`src/rtl/passcode_pkg.sv`:
```
// rtl/passcode_pkg.sv - shared types and constants for the passcode verifier
package passcode_pkg;
  localparam int               BCD_W     = 4;
  localparam logic [BCD_W-1:0] BCD_MAX   = 4'd9;
  localparam int               DEF_LEN   = 4;
  localparam logic [BCD_W-1:0] DEF_DIGIT = '0;

  typedef enum logic [1:0] {
    ST_ENTRY,
    ST_COMPARE,
    ST_OPEN,
    ST_LOCKOUT
  } state_e;
endpackage

```
`src/rtl/passcode_verifier_if.sv`:
```
// rtl/passcode_verifier_if.sv - keypad input and result strobe bundle
interface passcode_verifier_if
  import passcode_pkg::*;
#(
  parameter int MAX_DIGITS = 6
);
  localparam int CW = $clog2(MAX_DIGITS + 1);

  logic             digit_valid;
  logic [BCD_W-1:0] digit;
  logic             enter;
  logic             clear;
  logic             program_en;
  logic [CW-1:0]    digit_count;
  logic             unlocked;
  logic             match_pulse;
  logic             fail_pulse;
  logic             prog_done;
  logic             locked;

  modport master (
    output digit_valid, digit, enter, clear, program_en,
    input  digit_count, unlocked, match_pulse, fail_pulse, prog_done, locked
  );

  modport slave (
    input  digit_valid, digit, enter, clear, program_en,
    output digit_count, unlocked, match_pulse, fail_pulse, prog_done, locked
  );
endinterface

```
`src/rtl/passcode_digit_buf.sv`:
```
// rtl/passcode_digit_buf.sv - MAX_DIGITS x BCD digit buffer with length field
module passcode_digit_buf
  import passcode_pkg::*;
#(
  parameter int  MAX_DIGITS = 6,
  parameter int  RST_LEN    = 0,
  localparam int CW         = $clog2(MAX_DIGITS + 1),
  localparam int DW         = MAX_DIGITS * BCD_W
) (
  input  logic             clk,
  input  logic             reset,
  input  logic             clr,
  input  logic             push,
  input  logic [BCD_W-1:0] push_digit,
  input  logic             load,
  input  logic [DW-1:0]    load_data,
  input  logic [CW-1:0]    load_len,
  output logic [DW-1:0]    data,
  output logic [CW-1:0]    len
);
  logic [DW-1:0] data_q, data_d;
  logic [CW-1:0] len_q, len_d;

  // Clearing only drops the length; stale digits beyond len are never read.
  always_comb begin
    data_d = data_q;
    len_d  = len_q;
    if (load) begin
      data_d = load_data;
      len_d  = load_len;
    end else if (clr) begin
      len_d = '0;
    end else if (push) begin
      for (int i = 0; i < MAX_DIGITS; i++) begin
        if (CW'(i) == len_q) data_d[i*BCD_W +: BCD_W] = push_digit;
      end
      len_d = len_q + 1'b1;
    end
  end

  always_ff @(posedge clk or posedge reset) begin
    if (reset) begin
      data_q <= {MAX_DIGITS{DEF_DIGIT}};
      len_q  <= CW'(RST_LEN);
    end else begin
      data_q <= data_d;
      len_q  <= len_d;
    end
  end

  assign data = data_q;
  assign len  = len_q;
endmodule

```
`src/rtl/passcode_verifier.sv`:
```
// rtl/passcode_verifier.sv - keypad passcode verifier FSM with programmable code
// Define LOCKOUT_EN to build the consecutive-failure lockout.
module passcode_verifier
  import passcode_pkg::*;
#(
  parameter int MAX_DIGITS     = 6,
  parameter int MIN_DIGITS     = 4,
  parameter int MAX_FAILS      = 3,
  parameter int LOCKOUT_CYCLES = 1024
) (
  input  logic                 clk,
  input  logic                 reset,
  passcode_verifier_if.slave   bus
);
  localparam int            CW       = $clog2(MAX_DIGITS + 1);
  localparam int            DW       = MAX_DIGITS * BCD_W;
  localparam logic [CW-1:0] FULL_CNT = CW'(MAX_DIGITS);
  localparam logic [CW-1:0] MIN_CNT  = CW'(MIN_DIGITS);

  state_e        state_q, state_d;
  logic          match_pend_q, match_pend_d;
  logic          fail_pend_q, fail_pend_d;
  logic          match_pulse_q, match_pulse_d;
  logic          fail_pulse_q, fail_pulse_d;
  logic          prog_done_q, prog_done_d;
  logic          ent_clr, ent_push, sto_load, digit_ok, code_match;
  logic [DW-1:0] ent_data, sto_data;
  logic [CW-1:0] ent_len, sto_len;

`ifdef LOCKOUT_EN
  localparam int            FW        = $clog2(MAX_FAILS + 1);
  localparam int            LW        = $clog2(LOCKOUT_CYCLES + 1);
  localparam logic [FW-1:0] FAIL_LIM  = FW'(MAX_FAILS);
  localparam logic [LW-1:0] LOCK_LAST = LW'(LOCKOUT_CYCLES - 1);
  logic [FW-1:0] fail_cnt_q, fail_cnt_d;
  logic [LW-1:0] lock_cnt_q, lock_cnt_d;
`else
  logic [31:0] unused_cfg;
  assign unused_cfg = MAX_FAILS ^ LOCKOUT_CYCLES;
`endif

  passcode_digit_buf #(.MAX_DIGITS(MAX_DIGITS), .RST_LEN(0)) u_entry (
    .clk        (clk),
    .reset      (reset),
    .clr        (ent_clr),
    .push       (ent_push),
    .push_digit (bus.digit),
    .load       (1'b0),
    .load_data  ('0),
    .load_len   ('0),
    .data       (ent_data),
    .len        (ent_len)
  );

  passcode_digit_buf #(.MAX_DIGITS(MAX_DIGITS), .RST_LEN(DEF_LEN)) u_store (
    .clk        (clk),
    .reset      (reset),
    .clr        (1'b0),
    .push       (1'b0),
    .push_digit ('0),
    .load       (sto_load),
    .load_data  (ent_data),
    .load_len   (ent_len),
    .data       (sto_data),
    .len        (sto_len)
  );

  // Exact-length match: only positions below the entered length are compared.
  always_comb begin
    code_match = (ent_len == sto_len);
    for (int i = 0; i < MAX_DIGITS; i++) begin
      if (CW'(i) < ent_len && ent_data[i*BCD_W +: BCD_W] != sto_data[i*BCD_W +: BCD_W])
        code_match = 1'b0;
    end
  end

  assign digit_ok = bus.digit_valid && (bus.digit <= BCD_MAX) && (ent_len < FULL_CNT);

  always_comb begin
    state_d       = state_q;
    ent_clr       = 1'b0;
    ent_push      = 1'b0;
    sto_load      = 1'b0;
    match_pend_d  = 1'b0;
    fail_pend_d   = 1'b0;
    match_pulse_d = match_pend_q;
    fail_pulse_d  = fail_pend_q;
    prog_done_d   = 1'b0;
`ifdef LOCKOUT_EN
    fail_cnt_d    = fail_cnt_q;
    lock_cnt_d    = lock_cnt_q;
`endif
    case (state_q)
      ST_ENTRY: begin
        if (bus.clear)      ent_clr  = 1'b1;
        else if (bus.enter) state_d  = ST_COMPARE;
        else if (digit_ok)  ent_push = 1'b1;
      end
      ST_COMPARE: begin
        ent_clr = 1'b1;
        if (code_match) begin
          state_d      = ST_OPEN;
          match_pend_d = 1'b1;
`ifdef LOCKOUT_EN
          fail_cnt_d   = '0;
`endif
        end else begin
          fail_pend_d = 1'b1;
          state_d     = ST_ENTRY;
`ifdef LOCKOUT_EN
          fail_cnt_d  = fail_cnt_q + 1'b1;
          if (fail_cnt_q + 1'b1 >= FAIL_LIM) begin
            state_d    = ST_LOCKOUT;
            lock_cnt_d = '0;
          end
`endif
        end
      end
      ST_OPEN: begin
        if (bus.clear) begin
          ent_clr = 1'b1;
        end else if (bus.enter) begin
          ent_clr = 1'b1;
          if (!bus.program_en) begin
            state_d = ST_ENTRY;
          end else if (ent_len >= MIN_CNT) begin
            sto_load    = 1'b1;
            prog_done_d = 1'b1;
            state_d     = ST_ENTRY;
          end else begin
            fail_pulse_d = 1'b1;
          end
        end else if (digit_ok) begin
          ent_push = 1'b1;
        end
      end
      ST_LOCKOUT: begin
`ifdef LOCKOUT_EN
        if (lock_cnt_q == LOCK_LAST) begin
          state_d    = ST_ENTRY;
          fail_cnt_d = '0;
        end else begin
          lock_cnt_d = lock_cnt_q + 1'b1;
        end
`else
        state_d = ST_ENTRY;
`endif
      end
      default: state_d = ST_ENTRY;
    endcase
  end

  always_ff @(posedge clk or posedge reset) begin
    if (reset) begin
      state_q       <= ST_ENTRY;
      match_pend_q  <= 1'b0;
      fail_pend_q   <= 1'b0;
      match_pulse_q <= 1'b0;
      fail_pulse_q  <= 1'b0;
      prog_done_q   <= 1'b0;
`ifdef LOCKOUT_EN
      fail_cnt_q    <= '0;
      lock_cnt_q    <= '0;
`endif
    end else begin
      state_q       <= state_d;
      match_pend_q  <= match_pend_d;
      fail_pend_q   <= fail_pend_d;
      match_pulse_q <= match_pulse_d;
      fail_pulse_q  <= fail_pulse_d;
      prog_done_q   <= prog_done_d;
`ifdef LOCKOUT_EN
      fail_cnt_q    <= fail_cnt_d;
      lock_cnt_q    <= lock_cnt_d;
`endif
    end
  end

  assign bus.digit_count = ent_len;
  assign bus.unlocked    = (state_q == ST_OPEN);
  assign bus.match_pulse = match_pulse_q;
  assign bus.fail_pulse  = fail_pulse_q;
  assign bus.prog_done   = prog_done_q;
`ifdef LOCKOUT_EN
  assign bus.locked      = (state_q == ST_LOCKOUT);
`else
  assign bus.locked      = 1'b0;
`endif
endmodule
```
`src/flat_wrapper.sv`:
```
// flat-port wrapper written by rule: the top's interface ports become plain ports
module passcode_verifier_flat import passcode_pkg::*;
#(
  parameter int MAX_DIGITS     = 6,
  parameter int MIN_DIGITS     = 4,
  parameter int MAX_FAILS      = 3,
  parameter int LOCKOUT_CYCLES = 1024
)
  (clk, reset, bus_digit_valid, bus_digit, bus_enter, bus_clear, bus_program_en, bus_digit_count, bus_unlocked, bus_match_pulse, bus_fail_pulse, bus_prog_done, bus_locked);
  passcode_verifier_if #(.MAX_DIGITS(MAX_DIGITS)) bus_i ();
  input  logic clk;
  input  logic reset;
  input wire logic [$bits(bus_i.digit_valid)-1:0] bus_digit_valid;
  input wire logic [$bits(bus_i.digit)-1:0] bus_digit;
  input wire logic [$bits(bus_i.enter)-1:0] bus_enter;
  input wire logic [$bits(bus_i.clear)-1:0] bus_clear;
  input wire logic [$bits(bus_i.program_en)-1:0] bus_program_en;
  output wire logic [$bits(bus_i.digit_count)-1:0] bus_digit_count;
  output wire logic [$bits(bus_i.unlocked)-1:0] bus_unlocked;
  output wire logic [$bits(bus_i.match_pulse)-1:0] bus_match_pulse;
  output wire logic [$bits(bus_i.fail_pulse)-1:0] bus_fail_pulse;
  output wire logic [$bits(bus_i.prog_done)-1:0] bus_prog_done;
  output wire logic [$bits(bus_i.locked)-1:0] bus_locked;
  assign bus_i.digit_valid = bus_digit_valid;
  assign bus_i.digit = bus_digit;
  assign bus_i.enter = bus_enter;
  assign bus_i.clear = bus_clear;
  assign bus_i.program_en = bus_program_en;
  assign bus_digit_count = bus_i.digit_count;
  assign bus_unlocked = bus_i.unlocked;
  assign bus_match_pulse = bus_i.match_pulse;
  assign bus_fail_pulse = bus_i.fail_pulse;
  assign bus_prog_done = bus_i.prog_done;
  assign bus_locked = bus_i.locked;
  passcode_verifier #(.MAX_DIGITS(MAX_DIGITS), .MIN_DIGITS(MIN_DIGITS), .MAX_FAILS(MAX_FAILS), .LOCKOUT_CYCLES(LOCKOUT_CYCLES)) u_core (.clk(clk), .reset(reset), .bus(bus_i));
endmodule
```
`config.mk`:
```
export PLATFORM = sky130hd
export DESIGN_NAME = passcode_verifier_flat
export DESIGN_NICKNAME = d
export VERILOG_FILES = /design/src/rtl/passcode_pkg.sv /design/src/rtl/passcode_verifier_if.sv /design/src/rtl/passcode_digit_buf.sv /design/src/rtl/passcode_verifier.sv /design/src/flat_wrapper.sv
export SDC_FILE = /design/constraint.sdc
export NUM_CORES = 1
export LEC_CHECK = 0
export CAP_MARGIN = 10
export CORE_ASPECT_RATIO = 1.1
export CORE_MARGIN = 2
export CORE_UTILIZATION = 63
export DETAILED_ROUTE_END_ITERATION = 8
export PLACE_DENSITY = 0.92
export SLEW_MARGIN = 40
export SYNTH_ARGS = -nofsm -noshare
export SYNTH_HDL_FRONTEND = slang
export SYNTH_SLANG_ARGS = --single-unit
```
`constraint.sdc`:
```
create_clock -name clk -period 3.95 [get_ports clk]
set_input_delay 0.79 -clock clk [delete_from_list [all_inputs] [get_ports clk]]
set_output_delay 0.79 -clock clk [all_outputs]
set_load 0.1 [all_outputs]
```
# After elaboration in Yosys (flattened, before gate mapping)
# Index checks and enable logic that the tools add are counted.
# classes
n_bitwise	1
addsub	1
n_eq_ne	20
reduce_logical	19
order_cmp	9
muxes	38
# op_table
op	n
$mux W1	27
$ne A4 B4 Y1	6
$reduce_and A3 Y1	6
$mux W2	7
$logic_and A1 B1 Y1	8
$ne A2 B2 Y1 const B	4
$pmux W2 S4	1
$eq A2 B3 Y1 const A	2
$eq A3 B3 Y1 const A	2
$lt A1 B3 Y1 const A	2
$lt A2 B3 Y1 const A	2
$lt A3 B3 Y1 const A	2
$mux W3	2
$reduce_and A5 Y1	1
$eq A2 B2 Y1 const B	2
$le A4 B4 Y1 const B	1
$add A3 B1 Y3 const B	1
$eq A1 B3 Y1 const A	1
$eq A3 B3 Y1	1
$ge A3 B3 Y1 const B	1
$logic_not A3 Y1	1
$lt A3 B3 Y1 const B	1
$ne A3 B2 Y1 const B	1
$pmux W1 S3	1
5 further kinds	5
# word_totals
out_inout_bits	8
regBits	61
wordCells	103
inputBits	10

# Depth between registers and ports, before layout
# Gate-level depths: netlist (run 1).
# logic_depth
ltp_word	10
depth_mapped	6

# Modules after synthesis
# Synthesis (run 1) repeated with hierarchy kept, for this count alone.
# hier_totals
hier_cells	340
hier_area_um2	3402.0
# by_module_without_submodules
mod	n_inst	cells_per_inst	area_each_um2
passcode_digit_buf at u_core.u_store	1	134	1378.8
passcode_digit_buf at u_core.u_entry	1	134	1377.6
passcode_verifier	1	72	645.6

# Worst setup path before layout (run 1)
# Ideal clock, no wire load.
# synth_timing
path_kind	reg2reg
startpoint	register u_core.u_entry.len_q[0] (netlist: u_core.u_entry.len[0])
endpoint	register u_core.u_entry.data_q[10] (netlist: u_core.u_entry.data[10])
path_slack_ns	1.728
n_path_buf	1
path_stages_with_launch	6
arrival_time_ns	2.097
required_ns	3.825
cell_sequence	dfrtp_1 > buf_2 > inv_1 > ha_1 > nand2_1 > mux2_2
# synth_via
elab_chain_len	7
word_cells_on_any_way	8
classes_between	order compare (1); eq/ne (1); mux (4); reduce/logical (2)
# synth_rtl
element	line_no	rtl
start: declaration	passcode_digit_buf.sv:22	logic [CW-1:0] len_q, len_d;
start signal: assignment	passcode_digit_buf.sv:44	len_q <= CW'(RST_LEN);
start signal: assignment	passcode_digit_buf.sv:47	len_q <= len_d;
$lt A3 B3 Y1	passcode_verifier.sv:77	assign digit_ok = bus.digit_valid && (bus.digit <= BCD_MAX) && (ent_len < FULL_CNT);
$logic_and A1 B1 Y1	passcode_verifier.sv:77	
$mux W1	passcode_verifier.sv:97, passcode_verifier.sv:133	
$mux W1	passcode_verifier.sv:122	end else if (bus.enter) begin
$mux W1	passcode_verifier.sv:120	if (bus.clear) begin
$mux W1	n/a	
$reduce_and A3 Y1 (no source line) *	n/a	
end signal: assignment	passcode_digit_buf.sv:43	data_q <= {MAX_DIGITS{DEF_DIGIT}};
end signal: assignment	passcode_digit_buf.sv:46	data_q <= data_d;
end: declaration	passcode_digit_buf.sv:21	logic [DW-1:0] data_q, data_d;
# Every way passes the cells marked *; elsewhere a longest branch is shown, timed or not.
# A chain may end at the register's enable or synchronous reset.

# Worst setup path after layout (run 1)
# layout_timing
startpoint	input bus_clear
endpoint	register u_core.u_store.data_q[8] (netlist: u_core.u_store.data[8])
# layout_via
elab_chain_len	2
# layout_rtl
element	line_no	rtl
start: declaration	flat_wrapper.sv:16	input wire logic [$bits(bus_i.clear)-1:0] bus_clear;
$mux W1	passcode_verifier.sv:120	
$mux W1	passcode_verifier.sv:93	case (state_q)
end signal: assignment	passcode_digit_buf.sv:43	
end signal: assignment	passcode_digit_buf.sv:46	
end: declaration	passcode_digit_buf.sv:21	
# Every way passes these cells.

==> impl_metrics.ini, run 1 <==
[run_status]
outcome = finished, final reports clean

[synth]
netlist_area_sq_um = 2829
ys_warn_count = 0
synth_ff_type = dfrtp_1
synth_seq_area_share = 0.5400
synthCells = 200
synth_nets = 213
synth_enable_flop_cells = 0
synthDistinctLibCells = 42
ys_ff_latch = 61
postSynth.asyncResetShare = 1.000
syn_avg_cell_area_sq_um = 14.14

[power_and_ir_drop]
power_frac_seq = 0.434
power-per-cell-area_nw_per_um2 = 495.0
power_switching_uw = 403.3
ir_worst_vdd_uv = 332.2
p_leak_nw = 1.558
power_mw = 1.604
pwr-share-clk = 0.436
sw_frac_of_total = 0.2514
internal-power_mw = 1.201
comb_power_share = 0.130

[timing]
tightest_slew_ps = 601.7
fin_crit_ps = 2502
fmax_ghz = 0.3997
setup_violations = 0
finalMaxSlewViolations = 0
slew_headroom = 0.5989
whs_ps = 354.3
fin_ws_ps = 1448
rsz0062_at_grt = false
post-route-period-util = 0.6334
tns_ps = 0
skew_ps = 8.183
finalHoldViolCount = 0

[layout]
final_common_cell = dfrtp_1
syn_to_final_growth_pct = 14.55
multi_input_area_sq_um = 1227
final_cell_mix = dfrtp_1, mux2_2, xnor2_1, clkbuf_8, clkdlybuf4s50_1
diodes = 0
n_fill_cell = 264
fin_nets = 236
regArea_sq_um = 1528
drive_above_1_share = 0.3772
post-route-util = 0.7507

[drt]
dr_total_vias = 1580
post-route-drc-count = 0
drt-total-wl_um = 4858
via_per_inst = 5.603
ant_nets = 0
drt-initial-drc-count = 97
drtPass1Iterations = 4
drt-wirelength-per-cell_um = 17.23

[clock_tree]
cts-root-buf = clkbuf_8
clkTransAtPathRegs_ps = 60
htreeDepth = 3
clock-sinks = 61
cts_buffers = 9
hold_buffers = 0
clock_latency_ps = 340
post_cts_buffers = 0
cts_tree = built
cts.path.max_buffers = 2
cts_resized = 0

[floorplan]
num_io_pins = 18
die_h_um = 74.28
dieArea_sq_um = 5043
fp.dieW_um = 67.89
core_area_sq_um = 4317
rows = 25
start_util = 0.6554

[worst_setup_path]
worstPathMaxFanout = 28
crit_arrival_ps = 2720
crit_required_ps = 4170
worstSetupEndpointType = flop
start_kind = input pin
path_class = input pin to flop

[global_routing]
grt_pass1_wl_um = 7955
grt_pass1_vias = 1647
antenna_found_initial = 0
grt-ovfl-total = 0
grt_max_degree = 42
track_usage = 0.2305

[placement]
dp_slack_ps = 1140
dpl.hpwl_um = 3267
globalplace.congestion = 0.7665
io_buffer_count = 16

[hold_path]
hold_class = flop to flop

[job]
maxCapViolations = 0
[final timing paths]
check | start | end | slack, ps | cells after the start
max | bus_clear | u_core.u_store.data[8]$_DFFE_PP0P_ | 1450 | 6
min | u_core.match_pend_q$_DFF_PP0_ | u_core.bus.match_pulse$_DFF_PP0_ | 350 | 0
max reg2reg | u_core.state_q[0]$_DFFE_PP0P_ | u_core.u_entry.data[17]$_DFFE_PP0P_ | 2050 | 5
min reg2reg | u_core.match_pend_q$_DFF_PP0_ | u_core.bus.match_pulse$_DFF_PP0_ | 350 | 0
max in group asynchronous | reset | u_core.fail_pend_q$_DFF_PP0_ | 2310 | 3
min in group asynchronous | reset | u_core.u_store.data[9]$_DFFE_PP0P_ | 780 | 2
[final cells by class]
type                       instances  area share
sequential                        61      0.4714
multi-input combinational        129      0.3788
clock buffer                      13     0.05212
timing repair buffer              19     0.04556
clock inverter                     3     0.02780
tap                               54     0.02085
inverter                           3    0.003475
[state kept, by name (all words and copies together), names as in the netlist]
| name | flops |
|---|---|
| u_core.fail_pend_q | 1 |
| u_core.bus.match_pulse | 1 |
| u_core.u_entry.len | 3 |
| u_core.u_entry.data | 24 |
| u_core.state_q | 2 |
| u_core.bus.prog_done | 1 |
| u_core.u_store.data | 24 |
| u_core.u_store.len | 3 |
| u_core.bus.fail_pulse | 1 |
| u_core.match_pend_q | 1 |
[Yosys cell counts, types with 2 or more instances]
library cell | number | area, sq um
dfrtp_1 | 60 | 1501
a21oi_1 | 4 | 20.02
inv_1 | 3 | 11.26
ha_1 | 3 | 37.54
xnor2_1 | 21 | 183.9
xor2_1 | 7 | 61.31
nand2_1 | 7 | 26.28
buf_6 | 4 | 45.04
mux2_2 | 46 | 518.0
buf_2 | 2 | 10.01
a41oi_1 | 3 | 26.28
nor3_4 | 2 | 32.53
nor2_1 | 2 | 7.510
o21ai_0 | 4 | 20.02
nand4_1 | 2 | 12.51
mux2_1 | 4 | 45.04
[cell families (layout without fill, tap and decap cells)]
kind of cell	Yosys count	after routing	share of synthesized area
flops	61	61	0.5400
simple gates	30	30	0.08625
xor+xnor	28	28	0.08669
buf+inv	10	38	0.02609
fa+ha+maj	3	3	0.01327
compound gates	17	17	0.04733
other cells	1	1	0.001326
mux	50	50	0.1990
[metrics by stage]
stage	area, sq um	std cells
4_1_cts	3241	282
2_1_floorplan	2829	200
6_report	3241	282
3_3_place_gp	3017	266
5_1_grt	3241	282
3_5_place_dp	2982	266
[worst max-delay path: stages]
cell and delay [ps]:
clkdlybuf4s50_1 480, nand2b_1 210, nor3b_1 290, and3_1 210
buf_4 340, mux2_2 390
[power groups by stage]
stage                     registers (mW)  logic [mW]  clock network, mW
after global routing               0.701       0.222              0.732
final                              0.697       0.208              0.700
after floorplan                    0.724       0.139                  0
after detailed placement           0.708       0.207                  0
after CTS                          0.697       0.210              0.706
after global placement             0.704       0.211                  0
[routing by layer]
layer / wire length, um / track usage
met2: 2410 / 0.3649
met1: 2189 / 0.2882
met3: 153 / 0.06959
met5: 0 / 0
met4: 104 / 0.1178
(Power assumes the default switching activity.)
==> inputs of run 2 (changes only) <==
--- a/config.mk
+++ b/config.mk
@@ -8,9 +8,9 @@
 export CAP_MARGIN = 10
 export CORE_ASPECT_RATIO = 1.1
 export CORE_MARGIN = 2
-export CORE_UTILIZATION = 63
+export CORE_UTILIZATION = 58
 export DETAILED_ROUTE_END_ITERATION = 8
-export PLACE_DENSITY = 0.92
+export PLACE_DENSITY = 0.86
 export SLEW_MARGIN = 40
 export SYNTH_ARGS = -nofsm -noshare
 export SYNTH_HDL_FRONTEND = slang
==> constraint.sdc (replaced) <==
create_clock -name clk -period 2.6 [get_ports clk]
set_input_delay 0.52 -clock clk [delete_from_list [all_inputs] [get_ports clk]]
set_output_delay 0.52 -clock clk [all_outputs]
set_load 0.1 [all_outputs]
==> run 2 against run 1 <==
Sequential power is 51% higher. Hold slack worse by 4.2 ps. Non-clock buffer count is 5 higher. Flip-flop and latch count stayed put. Largest cell class unchanged. Largest power group is now registers.
==> impl_metrics.ini, run 2 (synthesis gave the netlist of run 1 again) <==
[layout]
postLayoutCellArea_sq_um = 3274
final_common_cell = dfrtp_1
post-route-util = 0.6990
syn_to_final_growth_pct = 15.75
drive_above_1_share = 0.3948
fin_nets = 241
diodes = 0
final_cell_mix = dfrtp_1, mux2_2, xnor2_1, buf_4, clkbuf_8

[drt]
via_per_inst = 5.585
dr_wl_met2_um = 2513
drt-wirelength-per-cell_um = 17.64
drtPass1Iterations = 4
post-route-drc-count = 0
ant_nets = 0
dr_total_vias = 1614
highest_layer = met4
drt-initial-drc-count = 99
drt-total-wl_um = 5099
met1_length_um = 2287
wl_met3_um = 206

[clock_tree]
post_cts_buffers = 0
clock_latency_ps = 340
hold_buffers = 0
clock-sinks = 61
clkTransAtPathRegs_ps = 70
htreeDepth = 3
cts_buffers = 9
cts_resized = 0
cts.path.max_buffers = 2
cts_tree = built
cts-root-buf = clkbuf_8

[timing]
post-route-period-util = 0.8052
fin_ws_ps = 506.6
tns_ps = 0
finalMaxSlewViolations = 0
finalHoldViolCount = 0
tightest_slew_ps = 522.9
rsz0062_at_grt = false
fmax_ghz = 0.4777
setup_violations = 0
fin_crit_ps = 2093
whs_ps = 350.1
slew_headroom = 0.6509
skew_ps = 7.456

[floorplan]
fp.dieW_um = 70.59
die_h_um = 77.25
num_io_pins = 18
rows = 26
start_util = 0.6039
core_area_sq_um = 4684
dieArea_sq_um = 5453

[global_routing]
grt_pass1_vias = 1704
antenna_found_initial = 0
track_usage = 0.2114
grt-ovfl-total = 0
grt_max_degree = 29
grt_pass1_wl_um = 8542

[worst_setup_path]
rr_worst_depth = 5
worstReg2RegStart = u_core.state_q[0]$_DFFE_PP0P_
r2r_end = u_core.u_entry.data[18]$_DFFE_PP0P_
crit_arrival_ps = 2320
crit_required_ps = 2830
start_kind = input pin
worstPathMaxFanout = 4
worstSetupEndpointType = flop
r2r_slack_ps = 700
path_class = input pin to flop

[placement]
io_buffer_count = 16
placed_cell_area_sq_um = 3064
globalplace.congestion = 0.8133
dp_slack_ps = 147.4
dpl.hpwl_um = 3529

[power_and_ir_drop]
pwr-share-clk = 0.388
comb_power_share = 0.146
power-per-cell-area_nw_per_um2 = 691.3
ir_worst_vdd_uv = 601.9
p_leak_nw = 1.572
power_switching_uw = 625.1
internal-power_mw = 1.639
sw_frac_of_total = 0.2761
power_frac_seq = 0.466

[run_status]
outcome = finished, final reports clean

[job]
maxCapViolations = 0

[hold_path]
hold_class = flop to flop
hold-path-endpoint = u_core.bus.match_pulse$_DFF_PP0_
worstHoldPathCells = 0
min-delay-start = u_core.match_pend_q$_DFF_PP0_
[run 2: per-stage QoR]
| step | total power, mW | instances |
|---|---|---|
| floorplan | 1.311 | 200 |
| global placement | 1.394 | 273 |
| detailed placement | 1.406 | 273 |
| CTS | 2.278 | 289 |
| global route | 2.352 | 289 |
| finish | 2.264 | 289 |
[run 2: layout make-up]
type                    instances  area (sq um)
clock inverters                 4         45.04
multi-input cells             129          1227
well taps                      56         70.07
flip-flops and latches         61          1528
inverters                       3         11.26
fillers                       323          1410
clock buffers                  12         165.2
repair buffers                 24         227.7
[run 2: worst max path at each step]
| stage | slack, ps | from | depth (start not counted) | endpoint |
|---|---|---|---|---|
| after floorplan | 380 | u_core.u_entry.len[0]$_DFFE_PP0P_ | 5 | u_core.u_entry.data[10]$_DFFE_PP0P_ |
| after global placement | 220 | bus_enter | 6 | u_core.u_entry.data[17]$_DFFE_PP0P_ |
| after detailed placement | 150 | bus_enter | 6 | u_core.u_entry.data[23]$_DFFE_PP0P_ |
| after CTS | 500 | bus_enter | 6 | u_core.u_entry.data[23]$_DFFE_PP0P_ |
| after global routing | 420 | bus_enter | 6 | u_core.u_entry.data[23]$_DFFE_PP0P_ |
| final | 510 | bus_enter | 6 | u_core.u_entry.data[18]$_DFFE_PP0P_ |
[run 2: metal layers]
layer  global-route usage  vias to the layer above
met5                    0                        -
met4               0.1132                        0
met3              0.04599                       11
met2               0.3245                       31
met1               0.2811                      812
li1                     -                      760
[run 2: power groups by stage]
stage               Combinational (mW)  Clock (mW)  Sequential, mW
floorplan                        0.211           0            1.10
global placement                 0.326           0            1.07
detailed placement               0.333           0            1.07
CTS                              0.335       0.888            1.06
global route                     0.354       0.935            1.06
finish                           0.331       0.878            1.05
[run 2: critical path, cell delays in order]
cell             delay (ps)
clkdlybuf4s50_1         480
nor4b_4                 370
and3_4                  280
nand2_4                  70
nor3_4                  230
mux2_2                  370
